## config.mk

```make
export PLATFORM = sky130hd
export DESIGN_NAME = wb_port_arbiter_flat
export DESIGN_NICKNAME = d
export VERILOG_FILES = /design/src/rtl/wb_port_arbiter_if.sv /design/src/rtl/wb_port_arbiter.sv /design/src/flat_wrapper.sv
export SDC_FILE = /design/constraint.sdc
export NUM_CORES = 1
export LEC_CHECK = 0
export ABC_AREA = 0
export BUFFER_PORTS_ARGS = -buffer_cell sky130_fd_sc_hd__clkbuf_2
export CAP_MARGIN = 40
export CORE_MARGIN = 2
export CORE_UTILIZATION = 43
export DETAILED_ROUTE_END_ITERATION = 10
export PLACE_DENSITY = 0.77
export SLEW_MARGIN = 20
export SYNTH_ARGS = -nofsm -noshare
export SYNTH_HDL_FRONTEND = slang
export SYNTH_SLANG_ARGS = --single-unit
export TNS_END_PERCENT = 10
```

## constraint.sdc

```tcl
create_clock -name clk -period 2.4 [get_ports clk]
set_input_delay 0.48 -clock clk [delete_from_list [all_inputs] [get_ports clk]]
set_output_delay 0.48 -clock clk [all_outputs]
set_load 0.1 [all_outputs]
```

## src/rtl/wb_port_arbiter_if.sv

```systemverilog
// Write-port arbitration bundle: pipeline writeback, MCU handshake and the
// registered register-file write port.
interface wb_port_arbiter_if #(
  parameter int DATA_W = 8,
  parameter int ADDR_W = 3
);
  logic              pipe_we;
  logic [ADDR_W-1:0] pipe_waddr;
  logic [DATA_W-1:0] pipe_wdata;
  logic              pipe_stall;

  logic              mcu_valid;
  logic [ADDR_W-1:0] mcu_waddr;
  logic [DATA_W-1:0] mcu_wdata;
  logic              mcu_ready;

  logic              rf_we;
  logic [ADDR_W-1:0] rf_waddr;
  logic [DATA_W-1:0] rf_wdata;
  logic              mcu_drop;

  // Requesters / register-file side.
  modport master (
    output pipe_we, pipe_waddr, pipe_wdata,
    output mcu_valid, mcu_waddr, mcu_wdata,
    input  pipe_stall, mcu_ready,
    input  rf_we, rf_waddr, rf_wdata, mcu_drop
  );

  // Arbiter side.
  modport slave (
    input  pipe_we, pipe_waddr, pipe_wdata,
    input  mcu_valid, mcu_waddr, mcu_wdata,
    output pipe_stall, mcu_ready,
    output rf_we, rf_waddr, rf_wdata, mcu_drop
  );
endinterface

```

## src/rtl/wb_port_arbiter.sv

```systemverilog
// Register-file write-port arbiter: pipeline has fixed priority, the MCU is
// forced through after MAX_WAIT refused cycles; WAW collisions drop the MCU.
module wb_port_arbiter #(
  parameter int DATA_W   = 8,
  parameter int ADDR_W   = 3,
  parameter int MAX_WAIT = 4
) (
  input  logic               clk,
  input  logic               reset,
  wb_port_arbiter_if.slave   bus
);

  localparam int                CNT_W    = $clog2(MAX_WAIT + 1);
  localparam logic [CNT_W-1:0]  WAIT_MAX = CNT_W'(MAX_WAIT);

  typedef enum logic [1:0] {
    GNT_NONE,
    GNT_PIPE,
    GNT_MCU
  } grant_e;

  logic              p_req;
  logic              m_req;
  logic              waw;
  logic              force_mcu;
  grant_e            grant;

  logic              mcu_ready_c;
  logic              pipe_stall_c;

  logic [CNT_W-1:0]  wait_q, wait_d;
  logic              rf_we_q, rf_we_d;
  logic [ADDR_W-1:0] rf_waddr_q, rf_waddr_d;
  logic [DATA_W-1:0] rf_wdata_q, rf_wdata_d;
  logic              mcu_drop_q, mcu_drop_d;

  // Writes to $r0 are not requests at all.
  assign p_req     = bus.pipe_we   && (bus.pipe_waddr != '0);
  assign m_req     = bus.mcu_valid && (bus.mcu_waddr  != '0);
  assign waw       = p_req && m_req && (bus.pipe_waddr == bus.mcu_waddr);
  assign force_mcu = (wait_q == WAIT_MAX);

  // NOTE: every signal driven here gets a default first, so no path leaves
  // a value unassigned and no latch is inferred.
  always_comb begin
    grant        = GNT_NONE;
    mcu_ready_c  = bus.mcu_valid && (bus.mcu_waddr == '0);
    pipe_stall_c = 1'b0;
    mcu_drop_d   = 1'b0;
    wait_d       = '0;

    if (waw) begin
      // The later pipeline write supersedes the MCU result, even when forced.
      grant       = GNT_PIPE;
      mcu_ready_c = 1'b1;
      mcu_drop_d  = 1'b1;
    end else if (force_mcu && m_req) begin
      grant        = GNT_MCU;
      mcu_ready_c  = 1'b1;
      pipe_stall_c = p_req;
    end else if (p_req) begin
      grant = GNT_PIPE;
      if (m_req) begin
        wait_d = force_mcu ? wait_q : wait_q + 1'b1;
      end
    end else if (m_req) begin
      grant       = GNT_MCU;
      mcu_ready_c = 1'b1;
    end
  end

  always_comb begin
    rf_we_d    = 1'b0;
    rf_waddr_d = '0;
    rf_wdata_d = '0;
    unique case (grant)
      GNT_PIPE: begin
        rf_we_d    = 1'b1;
        rf_waddr_d = bus.pipe_waddr;
        rf_wdata_d = bus.pipe_wdata;
      end
      GNT_MCU: begin
        rf_we_d    = 1'b1;
        rf_waddr_d = bus.mcu_waddr;
        rf_wdata_d = bus.mcu_wdata;
      end
      default: ;
    endcase
  end

  // NOTE: sequential state uses non-blocking assignments so every register
  // samples the pre-edge values regardless of statement order.
  always_ff @(posedge clk or posedge reset) begin
    if (reset) begin
      wait_q     <= '0;
      rf_we_q    <= 1'b0;
      rf_waddr_q <= '0;
      rf_wdata_q <= '0;
      mcu_drop_q <= 1'b0;
    end else begin
      wait_q     <= wait_d;
      rf_we_q    <= rf_we_d;
      rf_waddr_q <= rf_waddr_d;
      rf_wdata_q <= rf_wdata_d;
      mcu_drop_q <= mcu_drop_d;
    end
  end

  // Handshake outputs are held inactive while reset is asserted.
  assign bus.mcu_ready  = mcu_ready_c  && !reset;
  assign bus.pipe_stall = pipe_stall_c && !reset;

  assign bus.rf_we    = rf_we_q;
  assign bus.rf_waddr = rf_waddr_q;
  assign bus.rf_wdata = rf_wdata_q;
  assign bus.mcu_drop = mcu_drop_q;

endmodule
```

## src/flat_wrapper.sv

```systemverilog
// flat-port wrapper written by rule: the top's interface ports become plain ports
module wb_port_arbiter_flat 
#(
  parameter int DATA_W   = 8,
  parameter int ADDR_W   = 3,
  parameter int MAX_WAIT = 4
)
  (clk, reset, bus_pipe_we, bus_pipe_waddr, bus_pipe_wdata, bus_mcu_valid, bus_mcu_waddr, bus_mcu_wdata, bus_pipe_stall, bus_mcu_ready, bus_rf_we, bus_rf_waddr, bus_rf_wdata, bus_mcu_drop);
  wb_port_arbiter_if #(.DATA_W(DATA_W), .ADDR_W(ADDR_W)) bus_i ();
  input  logic clk;
  input  logic reset;
  input wire logic [$bits(bus_i.pipe_we)-1:0] bus_pipe_we;
  input wire logic [$bits(bus_i.pipe_waddr)-1:0] bus_pipe_waddr;
  input wire logic [$bits(bus_i.pipe_wdata)-1:0] bus_pipe_wdata;
  input wire logic [$bits(bus_i.mcu_valid)-1:0] bus_mcu_valid;
  input wire logic [$bits(bus_i.mcu_waddr)-1:0] bus_mcu_waddr;
  input wire logic [$bits(bus_i.mcu_wdata)-1:0] bus_mcu_wdata;
  output wire logic [$bits(bus_i.pipe_stall)-1:0] bus_pipe_stall;
  output wire logic [$bits(bus_i.mcu_ready)-1:0] bus_mcu_ready;
  output wire logic [$bits(bus_i.rf_we)-1:0] bus_rf_we;
  output wire logic [$bits(bus_i.rf_waddr)-1:0] bus_rf_waddr;
  output wire logic [$bits(bus_i.rf_wdata)-1:0] bus_rf_wdata;
  output wire logic [$bits(bus_i.mcu_drop)-1:0] bus_mcu_drop;
  assign bus_i.pipe_we = bus_pipe_we;
  assign bus_i.pipe_waddr = bus_pipe_waddr;
  assign bus_i.pipe_wdata = bus_pipe_wdata;
  assign bus_i.mcu_valid = bus_mcu_valid;
  assign bus_i.mcu_waddr = bus_mcu_waddr;
  assign bus_i.mcu_wdata = bus_mcu_wdata;
  assign bus_pipe_stall = bus_i.pipe_stall;
  assign bus_mcu_ready = bus_i.mcu_ready;
  assign bus_rf_we = bus_i.rf_we;
  assign bus_rf_waddr = bus_i.rf_waddr;
  assign bus_rf_wdata = bus_i.rf_wdata;
  assign bus_mcu_drop = bus_i.mcu_drop;
  wb_port_arbiter #(.DATA_W(DATA_W), .ADDR_W(ADDR_W), .MAX_WAIT(MAX_WAIT)) u_core (.clk(clk), .reset(reset), .bus(bus_i));
endmodule
```

# == Word-level counts from Yosys, hierarchy flattened ==
# Cells that the tools add are included.
# totals
reg_bits,16
out_inout_bits,15
wordCells,43
# classes
add_sub_neg,1
eq_ne,5
mux,19
n_reduce_logical,13
# ops
cell,count
8-bit case mux with 2 select lines,1
3-bit two-way mux,5
1-bit logical AND,8
1-bit two-way mux,8
2-bit two-way mux,4
3-bit case mux with 2 select lines,1
3-bit nonzero test,2
5-bit != test (second input constant),1
3-bit by 1-bit adder with 3-bit output (second input constant),1
3-bit equality test,1
3-bit equality test (second input constant),1
3-bit zero test,1
2-bit by 1-bit equality test with 1-bit output (second input constant),1
2-bit equality test (second input constant),1
2-bit OR reduction,1
1-bit zero test,1

# == Logic depth before layout (Yosys ltp) ==
# Gate-level depths: netlist (run 1).
# depth
ltp_word,9
mapped_depth,9
depth_no_buf,8

# == Worst setup path after synthesis (run 1) ==
# Ideal clock, no wire load.
# synth_timing
path_kind,in2out
startpoint,input bus_mcu_waddr[1]
endpoint,output bus_pipe_stall
arrival_time_ns,2.895
t_required_ns,1.920
setup_slack_ns,-0.975
path_stages,3
path_buffers,0
path_cell_list,xor2_1 o31ai_2 nor3_1
# synth_via
elab_chain_cells,6
elab_cells_between_ends,9
# synth_rtl
element,line,text
"start, declared",flat_wrapper.sv:16,input wire logic [$bits(bus_i.mcu_waddr)-1:0] bus_mcu_waddr;
3-bit nonzero test,wb_port_arbiter.sv:39,assign m_req = bus.mcu_valid && (bus.mcu_waddr != '0);
1-bit logical AND,wb_port_arbiter.sv:39,
1-bit logical AND (on tied branches),"wb_port_arbiter.sv:57, wb_port_arbiter.sv:40",
1-bit two-way mux / 1-bit logical AND (equally long branches),"wb_port_arbiter.sv:57, wb_port_arbiter.sv:40",
1-bit two-way mux *,wb_port_arbiter.sv:52,if (waw) begin
1-bit logical AND *,wb_port_arbiter.sv:111,assign bus.pipe_stall = pipe_stall_c && !reset;
"end, declared",flat_wrapper.sv:18,output wire logic [$bits(bus_i.pipe_stall)-1:0] bus_pipe_stall;
# Every way passes the cells marked *; elsewhere a longest branch is shown, timed or not.

# == Final worst setup path (run 1) ==
# layout_timing
startpoint,register u_core.wait_q[0]
endpoint,output bus_pipe_stall
# layout_via
elab_chain_cells,5
# layout_rtl
element,line,text
"start, declared",wb_port_arbiter.sv:31,"logic [CNT_W-1:0] wait_q, wait_d;"
"start signal, assigned",wb_port_arbiter.sv:101,wait_q <= wait_d;
3-bit equality test,wb_port_arbiter.sv:41,assign force_mcu = (wait_q == WAIT_MAX);
1-bit logical AND,wb_port_arbiter.sv:57,end else if (force_mcu && m_req) begin
1-bit two-way mux,wb_port_arbiter.sv:57,
1-bit two-way mux,wb_port_arbiter.sv:52,
1-bit logical AND,wb_port_arbiter.sv:111,
# Every way passes these cells.

==> flow_results.org, run 1 <==
** Clock tree
- Buffers inserted during clock tree synthesis total 3.
- The later pin in the worst-skew pair is clocked with a latency of 0.27 ns.
- # clock sinks :: 16
- Resize count post-CTS :: 0
- Clock transition at the registers of the reported paths :: 0.09 ns
- Clk root buf :: clkbuf_4
- The number of hold buffers added after CTS was 0.
- Number of setup buffers added after CTS :: 0
- H-tree levels :: 1
- The clock passes through at most 2 buffers.
- TritonCTS built the clock tree.

** Final layout
- 0 antenna diodes ended up in the layout.
- Flip-flop and latch area :: 400 sq um
- The library cells used most frequently in the layout, excluding fill and tap cells, are clkbuf_2 (39), dfrtp_1 (16), nor2_1 (12), a22oi_1 (11), inv_1 (5).
- Final net count :: 151
- In the final layout, the share of cells above drive strength 1 is 44.2%.
- Leaving out fill and tap cells, the most frequent cell in the layout is clkbuf_2.
- After the flow finishes, the layout carries non-filler instances totaling 145.
- P&R area growth vs syn :: 38.4%
- Area of the multi-input gates :: 375 sq um
- Fill cell total of the finished layout :: 155
- Once layout is complete, the utilization of the core stands at 63.7%.

** Floorplanning
- Vertical die dimension :: 47.0 um
- I/O pin cnt :: 41
- The core region is 1730 sq um.
- The die covers 2210 sq um.
- Once the floorplan was initialized, standard cells occupied 46.0% of the core.
- The initialized floorplan defines 15 standard-cell rows.
- The floorplan step set the die width to 47.0 um.

** Route
- The routed design uses 79 um of met3 wire.
- Drt first-iter violations :: 12
- Using the TritonRoute via totals, the vias-per-cell ratio works out to 4.95.
- Overall routed net length :: 1850 um
- Routed met2 length :: 895 um
- The detailed router put a total of 847 um of wire on met1.
- Dividing the detail-routed wire length by the instance count gives 12.7 um.
- First-pass iteration count of the detailed router :: 4
- After detailed routing, the number of remaining DRC violations is 0.
- The detailed router used layers up to and including met4.
- DRT antenna net count :: 0
- Detailed routing inserted a total of 718 vias.

** Outcome
- The flow ran to the end, and the final reports show no timing, DRC or antenna violations.

** STA
- Worst hold margin :: 0.270 ns
- Setup violations remaining at the end of the flow were counted as 0.
- The number of hold-slack violations in the final timing report was 0.
- For the final database, setup skew stands at 0.00204 ns.
- Unrepaired setup endpoints after global routing :: no
- At the pin with the least slew margin, the transition time is 0.548 ns.
- For this run, the top clock speed supported by timing is 448 MHz.
- Relative max-transition margin :: 63.6%
- Count of final max-slew check failures :: 0
- Share of the cycle needed by the critical path after routing :: 92.9%
- Summed over all failing endpoints, the final setup total negative slack is 0 ns.
- After layout, the minimum clock period comes to 2.23 ns.

** Yosys
- Compound-Gate Fraction of Synth Area :: 22.0%
- Synthesis produced a netlist with a net count of 106.
- Mapped cell area :: 795 sq um
- Post-synthesis xor/xnor area fraction :: 4.41%
- Arithmetic-cell share of the synthesized area counting full adders, half adders and majority gates :: 6.30%
- Summing the areas of all and, or, nand and nor instances in the mapped netlist gives 13.1% of the synthesized area.
- After synthesis the netlist holds a flip-flop and latch count of 16.
- Yosys printed 0 warnings.
- In this run the mean area of a mapped cell was 10.5 sq um.
- The cell count after synthesis came out at 76.
- Unique cell type count in the Yosys netlist :: 22
- For this run, the register share of the synthesized area comes to 50.4%.
- Of the post-synthesis cell area, the part taken by muxes is 0%.
- Dominant combinational cell family by area after synthesis :: compound AO/OA/AOI/OAI gates

** Global routing
- Vias in the first global route :: 599
- Remaining global-route overflow :: 0
- Wire length of the first global-routing pass :: 2650 um
- Entering global routing, the biggest net connects 17 pins.
- Global routing consumed, over all layers together, 17.3% of the routing resources.
- The number of antenna violations at the first check in global routing came to 0.

** Setup path
- Endpoint of the lowest-slack register-to-register path :: u_core.bus.rf_wdata[4]
- STA puts the critical path data required time at 1.92 ns.
- STA classifies the critical path endpoint as a primary output.
- The number of buffers and inverters on the critical path is 2.
- Peak fanout along the critical path :: 3
- The cell family contributing the most delay on the critical path is buffers and inverters.
- Traced cell by cell, the critical path runs through inv_1, ha_1, nand3_1, nor3_4, clkbuf_2.
- Slowest Stage Delay on Critical Path :: 0.47 ns
- The setup path with the least slack is of type register to primary output.
- STA classifies the critical path startpoint as a register.
- Reg-to-reg setup timing slack :: 0.59 ns
- Number of cells on the worst reg-to-reg path :: 7
- The slowest stage of the critical path is the clkbuf_2 cell.
- Crit Reg-Reg Startpoint :: u_core.wait_q[0]
- STA puts the critical path data arrival time at 1.75 ns.

** Min path
- Min-delay worst type :: input port to asynchronous set/reset pin

** Power
- Power spread over the standard cell area amounts to 641 nW/um^2.
- Worst supply voltage drop on vdd :: 0.000501 V
- Summed over all cells, the static leakage comes to 0.579 nW.

** Placed design
- The HPWL after detailed placement is 1430 um.
- Final weighted congestion of routability-driven global placement :: 0.834
- In this run, placement finished with an instance count of 141.
- Port-buffer cells :: 40

** Job
- Max-cap violations in this run came to 0.
## metal layers
layer | up-vias | track usage (%)
met5 | - | 0
met4 | 0 | 6.67
met3 | 2 | 3.08
met2 | 19 | 27.1
met1 | 336 | 23.7
li1 | 361 | -
## synthesized netlist by cell type, drive strengths merged
cell	number	share of area [%]
nand2	2	0.95
o31ai	4	4.4
or3	1	1.4
o21ai	1	0.63
ha	4	6.3
o211a	1	1.3
nor2	12	5.7
clkbuf	3	1.4
nor3	6	4.4
xnor2	1	1.1
o31a	2	2.4
a21oi	1	0.63
inv	5	2.4
o22ai	1	0.79
a22oi	12	12
xor2	3	3.3
dfrtp	16	50
nand3	1	0.63
## state kept, by name, summed over array words and instances (netlist names)
register,flops
u_core.bus.rf_wdata,8
u_core.bus.rf_waddr,3
u_core.wait_q,3
u_core.bus.mcu_drop,1
u_core.bus.rf_we,1
## metrics by stage
step | power (mW) | cell area, sq um | setup slack, ns
6_report | 0.705 | 1100 | 0.170
5_1_grt | 0.738 | 1100 | 0.0504
4_1_cts | 0.711 | 1100 | 0.163
3_5_place_dp | 0.537 | 1060 | 0.184
3_3_place_gp | 0.533 | 1060 | 0.219
2_1_floorplan | 0.472 | 806 | 0.0844
## how the worst max path moves through the flow
stage / start / end / slack, ns / cells after the start
after floorplan: bus_mcu_waddr[1] / bus_mcu_ready / 0.08 / 3
after global placement: bus_mcu_waddr[1] / bus_pipe_stall / 0.22 / 6
after detailed placement: bus_mcu_waddr[1] / bus_pipe_stall / 0.18 / 6
after CTS: u_core.wait_q[0] / bus_pipe_stall / 0.16 / 5
after global routing: u_core.wait_q[0] / bus_pipe_stall / 0.05 / 5
final: u_core.wait_q[0] / bus_pipe_stall / 0.17 / 5
## tightest hold or removal path, delay by kind of cell
family                 cells  cell delay, ns
buffers and inverters      3            0.44
## logic make-up after synthesis
group                      Yosys count
adders and majority gates            4
buffers and inverters                8
DFF                                 16
AOI/OAI and AO/OA                   22
and+or+nand+nor                     22
xor gates and xnor gates             4
## final cells by class
class | instances | area share, %
repair buffers | 43 | 21.6
multi-input cells | 52 | 34.1
clock buffers | 4 | 3.30
flip-flops and latches | 16 | 36.4
well taps | 25 | 2.84
inverters | 5 | 1.71
## where the power goes
part	switching, mW	internal (mW)	leakage [nW]
registers	0.00470	0.285	0.216
clock network	0.0815	0.0921	0.0210
logic	0.184	0.0578	0.342
total	0.270	0.435	0.579
(Power assumes the default switching activity.)
==> run 2: changes to the inputs <==
Settings changed: RECOVER_POWER set to 50.
==> flow_results.org, run 2 (same netlist as run 1, synthesis figures left out) <==
** Clock tree
- In this run the post-CTS setup repair buffer count came out at 0.
- Gates resized during post-CTS repair numbered 0.
- TritonCTS created 3 clock buffers.
- CTS built an H-tree with a depth of 1.
- The number of hold buffers added after CTS was 0.
- For the worst-skew pair, the clock arrives at the later sink with an insertion delay of 0.27 ns.
- Clock transition at the registers of the reported paths :: 0.09 ns
- CTS tree :: built
- CTS saw 16 sinks.
- Number of buffers between clock root and the deepest sink :: 2
- Clk root buf :: clkbuf_4

** Final layout
- Fraction of final layout cells sized beyond drive strength 1 :: 38.3%
- In the final design database the tool counted 151 nets.
- Post-route design area :: 1080 sq um
- The library cells used most frequently in the layout, excluding fill and tap cells, are clkbuf_2 (34), dfrtp_1 (16), nor2_1 (12), a22oi_1 (11), clkbuf_1 (6).
- The register with the most flip-flops in the layout has 8 of them.
- Most common cell after layout, fill and taps aside :: clkbuf_2
- The layout has 160 filler cells.
- Relative to the synthesized area, the layout overhead comes to 36.5%.
- The repair_antennas step left the layout with diodes totalling 0.

** Setup path
- Grouping stages by cell kind, the critical path spends the most delay in buffers and inverters.
- CP Data Required Time :: 1.92 ns
- On the worst path, the slowest cell contributes a delay of 0.47 ns.
- Walking the worst path, the cells encountered are clkbuf_1, xor2_1, o31ai_2, buf_4, nor3_4, clkbuf_2.
- STA classifies the critical path startpoint as an input port.
- Kind of capture point of the worst setup path :: primary output
- CP Class :: input port to primary output
- Cell type of the slowest stage on the worst timing path :: clkbuf_2
- Data on the critical path arrives at its endpoint at 1.81 ns.
- Peak fanout along the critical path :: 5
- CP bufs+invs :: 3

** Floorplanning
- The die is 47.0 um wide.
- For this configuration, the core starts out at a cell density of 46.0%.
- I/O pin cnt :: 41
- Vertical die dimension :: 47.0 um
- Placeable core region :: 1730 sq um
- Site row count :: 15
- The die covers 2210 sq um.

** Min path
- The worst hold path belongs to the class input port to register.

** Global routing
- The first global-routing pass estimated 2650 um of wire.
- Remaining global-route overflow :: 0
- For this run, the total global-route usage over all layers was measured as 17.3%.
- The number of global-route vias before repair was 599.
- Entering global routing, the biggest net connects 17 pins.
- Initial antenna violation count :: 0

** Route
- Detailed routing inserted a total of 717 vias.
- After detailed routing, the number of vias per cell comes to 4.94.
- Routed WL per cell :: 12.7 um
- Overall routed net length :: 1840 um
- The first routing iteration left 17 violations.
- For this run, design rule violations remaining after detail routing come to 0.
- The pre-antenna-repair detailed-routing pass consisted of 4 iterations.
- The count of nets left with antenna violations once routing finished came out at 0.

** Power
- In this run, flip-flops and latches consume 41.4% of the power.
- Comb power frac :: 34.1%
- The clock network accounts for 24.6% of the total power.
- Static Leakage :: 0.558 nW
- VDD sags by at most 0.000497 V.
- Power density relative to cell area :: 646 nW/um^2
- The analysis attributes to net switching a power of 269 uW.
- Switching share of total power :: 38.3%
- The internal power of the cells totals 432 uW.

** Job
- Max-cap violations in this run came to 0.

** STA
- Unrepaired setup endpoints after global routing :: no
- Based on the critical path, the design can be clocked at up to 437 MHz.
- At the pin with the least slew margin, the transition time is 1.17 ns.
- Worst Skew :: 0.00341 ns
- After layout, the worst path uses 95.3% of the clock period.
- Setup violations remaining at the end of the flow were counted as 0.
- Headroom to the max-slew limit came out at 22.6%.
- Counting I/O delays and the setup requirement, the final critical path takes 2.29 ns.
- Worst hold margin :: 0.442 ns
- Total negative slack :: 0 ns
- After layout, the worst setup slack is 0.113 ns.
- The number of pins with negative max-slew slack in the final report was 0.
- Number of hold-slack violations in the final timing report :: 0

** Placed design
- During placement, the flow inserted port buffers numbering 40.
- In this run the cell area measured after placement is 1060 sq um.
- Half-perimeter wire length after placement :: 1430 um
- At the placement stage, the worst setup path has a slack of 0.184 ns.
- Routability-driven placement finished with a final weighted congestion of 0.834.

** Outcome
- The run finished with clean final reports.
==> run 2: changes by cell type in the layout (fill, tap and decap cells not counted) <==
cell      previous run  this run
buf_4                3         2
or3_4                1         0
clkbuf_1             0         6
clkbuf_2            39        34
or3_1                0         1
==> run 2: per-stage QoR <==
stage / cells / power, mW / utilization (%)
3_5_place_dp: 141 / 0.537 / 61.6
5_1_grt: 145 / 0.735 / 62.8
4_1_cts: 145 / 0.711 / 63.7
3_3_place_gp: 141 / 0.533 / 61.6
2_1_floorplan: 76 / 0.472 / -
6_report: 145 / 0.700 / 62.8
==> run 2: worst paths after layout <==
path                                        start                endpoint  slack (ns)  cells past startpoint
worst max-delay path             bus_mcu_waddr[1]          bus_pipe_stall        0.11                      6
min in group asynchronous                   reset  u_core.bus.rf_waddr[1]        0.54                      3
worst max register to register   u_core.wait_q[0]  u_core.bus.rf_wdata[4]        0.60                      7
worst min register to register   u_core.wait_q[0]        u_core.wait_q[0]        0.48                      1
worst min-delay path            bus_pipe_wdata[2]  u_core.bus.rf_wdata[2]        0.44                      3
max in group asynchronous                   reset  u_core.bus.rf_waddr[2]        1.31                      3
==> run 2: layout make-up <==
type	count	area (sq um)	share of cell area, %
Clock buffer	4	36.3	3.34
Sequential cell	16	400	36.9
Inverter	5	18.8	1.73
Multi-Input combinational cell	52	370	34.1
Tap cell	25	31.3	2.88
Timing Repair Buffer	43	228	21.0
==> run 2: power by group through the flow <==
stage / clock network [mW] / registers [mW] / logic (mW)
finish: 0.172 / 0.290 / 0.239
global route: 0.190 / 0.292 / 0.253
CTS: 0.180 / 0.290 / 0.242
detailed placement: 0 / 0.295 / 0.242
global placement: 0 / 0.295 / 0.238
floorplan: 0 / 0.404 / 0.0681
==> run 2: routing by layer <==
metal,track usage (%),share of wire (%),vias to the layer above,routed length [um]
met5,0,0,-,0
met4,6.67,1.1,0,21
met3,3.08,4.6,2,84
met2,27.1,48,19,888
met1,23.7,46,332,840
li1,-,-,364,-
==> run 2: worst register-to-register path, cell delays in order (launching register included) <==
cell and delay [ns]:
dfrtp_1 0.41, inv_1 0.07, ha_1 0.17, nand3_1 0.17
o22ai_1 0.20, ha_1 0.42, a22oi_1 0.17, nor2_1 0.12
==> run 3: changes to the inputs <==
Settings changed: GPL_ROUTABILITY_DRIVEN set to 1, SETUP_SLACK_MARGIN set to 0.15.
==> flow_results.org, run 3 (same netlist as run 1, synthesis figures left out) <==
** Route
- The detailed router finished its first iteration with 17 violations.
- Residual DRC count :: 0
- The pre-antenna-repair detailed-routing pass consisted of 4 iterations.
- In the routed layout, each cell is associated on average with a via count of 4.93.
- The detail route stage leaves a number of antenna-violating nets equal to 0.
- Detailed-route via count :: 715
- Routed WL per cell :: 12.6 um
- Summed over all layers, the routed wires come to 1830 um.

** Power
- Static Leakage :: 0.555 nW
- Cell internal power was estimated by the tool at 431 uW.
- Clock share of power :: 24.6%
- Net switching is 38.4% of the power.
- Total power of the final layout :: 699 uW
- Part of the power in registers :: 41.4%
- Comb power frac :: 33.9%
- Power density relative to cell area :: 645 nW/um^2
- Summed over all nets, the switching power comes to 269 uW.
- The worst-case IR drop observed on VDD is 0.000498 V.

** Setup path
- CP Class :: input port to primary output
- The setup check on the worst reg-to-reg path leaves a slack of 0.60 ns.
- Crit path from :: bus_mcu_waddr[1]
- End point of the critical path :: bus_mcu_ready
- The number of cells on the worst reg-to-reg path is 7.
- Element type at the critical path start :: input port
- In this run the worst path has a maximum fanout of 5.
- Endpoint of the lowest-slack register-to-register path :: u_core.bus.rf_wdata[4]
- The startpoint identified for the worst register-to-register timing path is u_core.wait_q[0].
- At the worst endpoint, the required time is 1.92 ns.
- STA classifies the critical path endpoint as a primary output.
- WP data arrival :: 1.77 ns

** Final layout
- Final net count :: 151
- The layout has 160 filler cells.
- From synthesis to final layout, the design area changed by 36.4%.
- Fraction of final layout cells sized beyond drive strength 1 :: 37.5%
- Measured on the finished design, the core utilization comes to 62.8%.
- The number of antenna diodes in the final layout is 0.
- Most common cell after layout, fill and taps aside :: clkbuf_2
- The top cell types in the final layout, fill and taps aside, are clkbuf_2 (33), dfrtp_1 (16), nor2_1 (12), a22oi_1 (11), clkbuf_1 (7).
- Across the whole layout, storage elements account for 400 sq um.
- Max FFs per register :: 8
- The multi-input combinational cells in the finished layout cover a total of 370 sq um.

** STA
- Setup violations remaining at the end of the flow were counted as 0.
- Adding up every negative setup slack in the final design gives 0 ns.
- Setup repair after global routing left no endpoint under its margin.
- Number of hold-slack violations in the final timing report :: 0
- The worst pin sits at a relative slew slack of 22.6%.
- The final critical path takes up 93.7% of the cycle.
- Clock skew on the completed layout was measured at 0.00349 ns.
- Count of final max-slew check failures :: 0
- Highest clock rate :: 445 MHz
- Worst slew pin tran :: 1.17 ns
- The worst path in the final design needs a cycle of 2.25 ns, including I/O delays and setup.
- Setup slack on the critical path of the routed design comes to 0.151 ns.

** Global routing
- Maximum number of pins on one net before global-route repair :: 17
- Global Route Usage Sum :: 17.3%
- Initial antenna violation count :: 0
- Remaining global-route overflow :: 0
- The number of global-route vias before repair came to 599.
- The first global-routing pass estimated 2650 um of wire.

** Placed design
- Port-buffer cells :: 40
- Routability-driven placement finished with a final weighted congestion of 0.834.
- DP Worst Slack :: 0.184 ns
- Half-perimeter wire length after placement :: 1430 um

** Clock tree
- Once the clock tree was built, the setup fixing pass inserted 0 buffers.
- The tree built by TritonCTS fans out to 16 sinks.
- Clock transition at the registers of the reported paths :: 0.09 ns
- Clk root buf :: clkbuf_4
- TritonCTS built the clock tree.
- Clk_lat worst skew :: 0.27 ns
- Number of buffers between clock root and the deepest sink :: 2
- Hold Buf Count CTS :: 0
- Number of CTS-inserted buffers :: 3
- H-tree levels :: 1

** Floorplanning
- During I/O placement, the number of pins put on the boundary was 41.
- Vertical die dimension :: 47.0 um
- Initial cell density of the core :: 46.0%
- The core region is 1730 sq um.
- The floorplan step defined a die boundary enclosing 2210 sq um.
- Die Span X :: 47.0 um
- Site row count :: 15

** Min path
- The path class of the tightest hold or removal check is input port to register.

** Job
- The tool flagged a number of max-cap violations equal to 0.

** Outcome
- The flow ran to the end, and the final reports show no timing, DRC or antenna violations.
run 3: cell types whose count changed in the layout (fill, tap and decap cells not counted):
cell / previous run / this run
clkbuf_1: 6 / 7
clkbuf_2: 34 / 33
buf_4: 2 / 1
clkbuf_4: 3 / 4
run 3: worst min-delay path by stage:
stage | start | to | slack (ns) | cells after the start
6_report | bus_pipe_wdata[2] | u_core.bus.rf_wdata[2] | 0.44 | 3
5_1_grt | bus_pipe_wdata[6] | u_core.bus.rf_wdata[6] | 0.45 | 3
4_1_cts | reset | u_core.wait_q[0] | 0.27 | 3
3_5_place_dp | u_core.wait_q[0] | u_core.wait_q[0] | 0.46 | 1
3_3_place_gp | u_core.wait_q[0] | u_core.wait_q[0] | 0.46 | 1
2_1_floorplan | reset | u_core.bus.mcu_drop | 0.40 | 1
run 3: cell type report:
cell class                 count  share of cell area, %
sequential                    16                   37.0
multi-input combinational     52                   34.2
timing repair buffer          43                   20.9
clock buffer                   4                   3.35
tap                           25                   2.89
inverter                       5                   1.73
run 3: critical path: stages:
cell	delay, ns
clkbuf_1	0.20
xor2_1	0.15
o31ai_2	0.26
clkbuf_1	0.28
o211a_1	0.22
buf_12	0.18
run 3: metal layers:
| metal | global-route usage [%] | vias to the layer above | wire length [um] |
|---|---|---|---|
| met5 | 0 | - | 0 |
| met4 | 6.67 | 0 | 21 |
| met3 | 3.08 | 2 | 84 |
| met2 | 27.1 | 19 | 885 |
| met1 | 23.7 | 331 | 843 |
| li1 | - | 363 | - |
run 3: metrics by stage:
| step | std cells | cell area [sq um] | hold slack, ns |
|---|---|---|---|
| 3_5_place_dp | 141 | 1060 | 0.462 |
| 3_3_place_gp | 141 | 1060 | 0.462 |
| 4_1_cts | 145 | 1100 | 0.266 |
| 2_1_floorplan | 76 | 806 | 0.402 |
| 6_report | 145 | 1080 | 0.442 |
| 5_1_grt | 145 | 1080 | 0.451 |
run 3: power by group through the flow:
| stage | combinational [mW] | sequential [mW] | clock, mW |
|---|---|---|---|
| floorplan | 0.0681 | 0.404 | 0 |
| global placement | 0.238 | 0.295 | 0 |
| detailed placement | 0.242 | 0.295 | 0 |
| CTS | 0.242 | 0.290 | 0.180 |
| global route | 0.251 | 0.292 | 0.190 |
| finish | 0.237 | 0.290 | 0.172 |
run 3: what timing repair did:
item                                    4_1_cts  5_1_grt
endpoints found under the setup margin        0        1
resized for setup                             0        2
endpoints found under the hold margin         0        0
